**config.mk**
```make
export PLATFORM = sky130hd
export DESIGN_NAME = inst_decoder
export DESIGN_NICKNAME = d
export VERILOG_FILES = /design/src/rtl/inst_decoder.sv
export SDC_FILE = /design/constraint.sdc
export NUM_CORES = 1
export LEC_CHECK = 0
export BUFFER_PORTS_ARGS = -buffer_cell sky130_fd_sc_hd__buf_4
export CAP_MARGIN = 15
export CORE_ASPECT_RATIO = 0.5
export CORE_UTILIZATION = 45
export DETAILED_ROUTE_END_ITERATION = 16
export GPL_ROUTABILITY_DRIVEN = 1
export HOLD_SLACK_MARGIN = 0.02
export MAX_ROUTING_LAYER = met4
export PLACE_DENSITY = 0.79
export SYNTH_ARGS = -nofsm -noshare
export SYNTH_HDL_FRONTEND = slang
export SYNTH_SLANG_ARGS = --single-unit
```
**constraint.sdc**
```tcl
create_clock -name clk -period 2.5 [get_ports clk]
set_input_delay 0.25 -clock clk [delete_from_list [all_inputs] [get_ports clk]]
set_output_delay 0.25 -clock clk [all_outputs]
set_load 0.005 [all_outputs]
```
**src/rtl/inst_decoder.sv**
```systemverilog
// inst_decoder: RV32I instruction word -> stage-s0 microcode and instruction-data field
//   clk                 rising-edge clock
//   rst_n               synchronous active-low reset
//   inst_in             fetched instruction word, valid when inst_valid=1
//   inst_valid          inst_in holds a real fetched instruction
//   block_inst          control_unit stall request; forces a bubble
//   microcode_s0        registered microcode word (RESET_MICROCODE on reset/bubble)
//   instruction_data_s0 registered inst_in[31:7] on issue, 0 otherwise
//   illegal_inst        sticky flag, set when an illegal word is issued
//   issue_count         (INST_DECODER_PERF_EN only) issue edges, wraps at 2^32
//   bubble_count        (INST_DECODER_PERF_EN only) bubble edges, wraps at 2^32
module inst_decoder #(
    parameter logic [31:0] RESET_MICROCODE = 32'h0
) (
    input  logic        clk,
    input  logic        rst_n,
    input  logic [31:0] inst_in,
    input  logic        inst_valid,
    input  logic        block_inst,
    output logic [31:0] microcode_s0,
    output logic [24:0] instruction_data_s0,
    output logic        illegal_inst
`ifdef INST_DECODER_PERF_EN
    ,
    output logic [31:0] issue_count,
    output logic [31:0] bubble_count
`endif
);
    localparam logic [6:0] LUI = 7'h37, AUIPC = 7'h17, JAL = 7'h6f, JALR = 7'h67;
    localparam logic [6:0] BRANCH = 7'h63, LOAD = 7'h03, STORE = 7'h23;
    localparam logic [6:0] OP_IMM = 7'h13, OP = 7'h33, FENCE = 7'h0f, SYSTEM = 7'h73;
    logic [6:0]  opcode, f7;
    logic [2:0]  f3, cmp, br_cmp;
    logic [4:0]  rd, rs1, rs2;
    logic [3:0]  alu_f3, alu_op;
    logic [1:0]  a_sel, b_sel;
    logic        chk1, chk2, use_alu, mem_we, addr, jump, mem_use, reg_we, up, aor, ret, mdo, ill;
    logic [31:0] decoded;
    logic        issue;
    assign opcode = inst_in[6:0];
    assign rd     = inst_in[11:7];
    assign f3     = inst_in[14:12];
    assign rs1    = inst_in[19:15];
    assign rs2    = inst_in[24:20];
    assign f7     = inst_in[31:25];
    assign issue  = inst_valid && !block_inst;
    // EQ/NE map to 1/2, LT..GEU (funct3 1xx) map to 3..6
    assign br_cmp = f3[2] ? 3'(f3[1:0]) + 3'd3 : 3'(f3[0]) + 3'd1;
    always_comb begin
        case (f3)
            3'd0:    alu_f3 = {3'b0, opcode == OP && f7[5]};
            3'd1:    alu_f3 = 4'd2;
            3'd2:    alu_f3 = 4'd3;
            3'd3:    alu_f3 = 4'd4;
            3'd4:    alu_f3 = 4'd5;
            3'd5:    alu_f3 = f7[5] ? 4'd7 : 4'd6;
            3'd6:    alu_f3 = 4'd8;
            default: alu_f3 = 4'd9;
        endcase
        alu_op = (opcode == OP || opcode == OP_IMM) ? alu_f3 : 4'd0;
    end
    always_comb begin
        chk1 = 1'b0; chk2 = 1'b0; a_sel = 2'd0; b_sel = 2'd0; use_alu = 1'b0; cmp = 3'd0;
        mem_we = 1'b0; addr = 1'b0; jump = 1'b0; mem_use = 1'b0; reg_we = 1'b0;
        up = 1'b0; aor = 1'b0; ret = 1'b0; mdo = 1'b0; ill = 1'b0;
        case (opcode)
            LUI:    begin reg_we = 1'b1; up = 1'b1; end
            AUIPC:  begin a_sel = 2'd1; b_sel = 2'd3; use_alu = 1'b1; reg_we = 1'b1; aor = 1'b1; end
            JAL:    begin a_sel = 2'd1; b_sel = 2'd3; use_alu = 1'b1; cmp = 3'd7; jump = 1'b1; reg_we = 1'b1; ret = 1'b1; end
            JALR:   begin chk1 = 1'b1; b_sel = 2'd1; use_alu = 1'b1; cmp = 3'd7; jump = 1'b1; reg_we = 1'b1; ret = 1'b1; end
            BRANCH: begin
                chk1 = 1'b1; chk2 = 1'b1; a_sel = 2'd1; b_sel = 2'd3; use_alu = 1'b1; jump = 1'b1;
                cmp = br_cmp;
                ill = f3[2:1] == 2'b01;
            end
            LOAD:   begin chk1 = 1'b1; b_sel = 2'd1; use_alu = 1'b1; addr = 1'b1; mem_use = 1'b1; reg_we = 1'b1; mdo = 1'b1; end
            STORE:  begin chk1 = 1'b1; chk2 = 1'b1; b_sel = 2'd2; use_alu = 1'b1; mem_we = 1'b1; addr = 1'b1; mem_use = 1'b1; end
            OP_IMM: begin chk1 = 1'b1; b_sel = 2'd1; use_alu = 1'b1; reg_we = 1'b1; aor = 1'b1; end
            OP:     begin
                chk1 = 1'b1; chk2 = 1'b1; use_alu = 1'b1; reg_we = 1'b1; aor = 1'b1;
                // funct7=0x20 only selects SUB/SRA
                ill = !(f7 == 7'h00 || (f7 == 7'h20 && (f3 == 3'd0 || f3 == 3'd5)));
            end
            FENCE, SYSTEM: ;
            default: ill = 1'b1;
        endcase
        // x0 never carries a dependency and is never written
        decoded = ill ? 32'h0 : {8'h0, mdo, ret, aor, up, reg_we & |rd, mem_use, jump, addr, mem_we,
                                 cmp, alu_op, use_alu, use_alu, b_sel, a_sel, chk2 & |rs2, chk1 & |rs1};
    end
    always_ff @(posedge clk) begin
        if (!rst_n) begin
            microcode_s0        <= RESET_MICROCODE;
            instruction_data_s0 <= '0;
            illegal_inst        <= 1'b0;
        end else if (issue) begin
            microcode_s0        <= decoded;
            instruction_data_s0 <= inst_in[31:7];
            illegal_inst        <= illegal_inst | ill;
        end else begin
            microcode_s0        <= RESET_MICROCODE;
            instruction_data_s0 <= '0;
        end
    end
`ifdef INST_DECODER_PERF_EN
    always_ff @(posedge clk) begin
        if (!rst_n) begin
            issue_count  <= '0;
            bubble_count <= '0;
        end else if (issue) begin
            issue_count  <= issue_count + 32'd1;
        end else begin
            bubble_count <= bubble_count + 32'd1;
        end
    end
`endif
endmodule

```
==> metrics.md <==
| Metric | Value |
|---|---|
| Remaining Overflow, GRT | 0 |
| Vias post-DR | 1605 |
| Die Y-Extent | 47.4 um |
| Unrepaired setup endpoints after global routing | false |
| First-pass GRT wire length | 6120 um |
| Final worst path period need | 2.04 ns |
| CP Capture Type | flop |
| Post-place setup slack | 0.149 ns |
| Max_cap viols | 0 |
| Synth-to-layout area growth | 38.3% |
| Gr usage total | 19.4% |
| Synthesized area per cell | 9.56 um2 |
| Yosys Warn Count | 0 |
| Routed len/inst | 12.4 um |
| Period utilisation layout | 81.7% |
| Synthesized area | 1850 um2 |
| Initial Utilization | 47.3% |
| DRC viols | 0 |
| Slew Viols, Final | 0 |
| Distinct cells, synth | 35 |
| Worst setup margin | 0.458 ns |
| Post-route clock skew | 0 ns |
| Max Fclk | 490 MHz |
| DIE AREA | 4400 um2 |
| DRT antenna net count | 0 |
| Top_reg_cell synth | dfxtp_1 |
| Most frequent cells in the layout | buf_4, dfxtp_1, and2_1, nor2_1, nand2_1 |
| Placed Area | 2480 um2 |
| Clock buffer depth | 2 |
| Post-Route Utilization | 65.4% |
| # rows | 16 |
| Asr flop ratio synth | 0% |
| Vias in the first global route | 1357 |
| Share of layout cells above drive strength 1 | 35.1% |
| Gpl congestion | 0.875 |
| Vias/cell | 4.86 |
| Seq cells post-synth | 47 |
| Clk slew on worst S/H paths | 0.08 ns |
| Net count, final | 316 |
| WS Path Type | in2reg |
| Final instance area | 2560 um2 |
| Status | finished clean |
| Ant diodes | 0 |
| Clock Sinks | 47 |
| Worst vdd ir | 0.000282 V |
| Num CTS Buffers | 5 |
| Worst-skew pair later-pin latency | 0.29 ns |
| Die width | 92.8 um |
| Count of input and output buffers | 84 |
| Number of synthesized flops with an enable pin | 0 |
| Root Buffer | clkbuf_8 |
| Worst Path Max Fanout | 6 |
| Post-synthesis cell count | 194 |
| Worst EP arrival | 2.23 ns |
| Worst hold path class | in2reg |
| Final setup fails | 0 |
| Routed Wire Length | 4090 um |
| DR iter-0 viols | 76 |
| Hold Vio Cnt, Final | 0 |
| CTS tree | yes |
| Pleak | 0.00116 uW |
| Setup Fix Bufs, Post-CTS | 0 |
| Largest net degree at the start of global routing | 27 |
| Ports | 94 |
| P per Cell Area | 529 nW/um2 |
| Most common cell after layout, fill and taps aside | buf_4 |
| Hold-fix buffers at CTS | 0 |
| DP HPWL | 3120 um |
| CP required | 2.69 ns |
| Worst Setup Start Kind | input pin |
| DRT Pass-1 Iters | 4 |
| Cts repair resizes | 0 |
| Initial antenna violation count | 0 |
| CORE AREA | 3920 um2 |
| Post-Route Setup TNS | 0 ns |
| H-tree Lvls | 2 |
| Sequential share of the synthesized area | 50.7% |
worst max-delay path, stage by stage:
cell	delay (ns)
buf_4	0.13
inv_1	0.13
ha_1	0.27
mux2i_1	0.14
a2111oi_4	0.36
nor3_1	0.09
or4_4	0.56
a221o_1	0.30
flip-flops by register name, indices dropped and copies added, names as in the netlist:
name                 cells
instruction_data_s0     25
microcode_s0            21
illegal_inst             1
worst paths after layout:
| path | cells after the start | to | slack [ns] | startpoint |
|---|---|---|---|---|
| setup / recovery | 8 | illegal_inst | 0.46 | inst_in[13] |
| hold / removal | 2 | instruction_data_s0[5] | 0.14 | block_inst |
| setup reg to reg | 1 | illegal_inst | 1.77 | illegal_inst |
| hold reg to reg | 1 | illegal_inst | 0.51 | illegal_inst |
synth_stat cells (3+ instances only):
cell / number / area (um2)
nand4_1: 3 / 18.8
nor4_1: 7 / 43.8
nor3_1: 9 / 45.0
inv_1: 4 / 15.0
nor2b_1: 5 / 31.3
clkbuf_1: 9 / 33.8
buf_4: 11 / 82.6
o21ai_0: 5 / 25.0
and2_1: 23 / 144
or4_1: 4 / 30.0
ha_1: 5 / 62.6
nor2_1: 13 / 48.8
nand2_1: 13 / 48.8
a21oi_1: 10 / 50.1
dfxtp_1: 47 / 941
cell families (layout without fill, tap and decap cells):
family	count (synthesis)	count (layout)	share of synthesized area (%)
compound gates	24	24	8.91
other cells	1	9	0.202
fa+ha+maj	5	5	3.37
flops	47	47	50.7
simple gates	89	89	27.7
buf+inv	25	99	7.35
mux	3	3	1.69
layout make-up:
class / count / area [um2]
fill: 350 / 1360
sequential: 47 / 941
multi-input combinational: 130 / 807
timing repair buffer: 87 / 653
clock buffer: 7 / 76.3
tap: 54 / 67.6
inverter: 4 / 15.0
clock inverter: 1 / 5.00
where the power goes:
group	switching, uW	internal (uW)
clock	240	197
combinational	75.7	79.5
sequential	3.87	760
total	320	1040
metrics by stage:
stage	hold slack (ns)	power [uW]	cells
after floorplan	0.327	863	202
after global placement	0.451	932	322
after detailed placement	0.453	936	322
after CTS	0.137	1370	330
after global routing	0.136	1420	330
final	0.144	1360	330
routing by layer:
layer  global-route usage (%)  vias to the layer above  part of all wire, %
met5                        -                        -                    0
met3                     5.50                        5                  5.9
met2                     32.2                       63                   48
met4                     7.08                        0                 0.83
li1                         -                      811                    -
met1                     23.1                      726                   45
No activity file was read; power rests on OpenSTA's default activity.
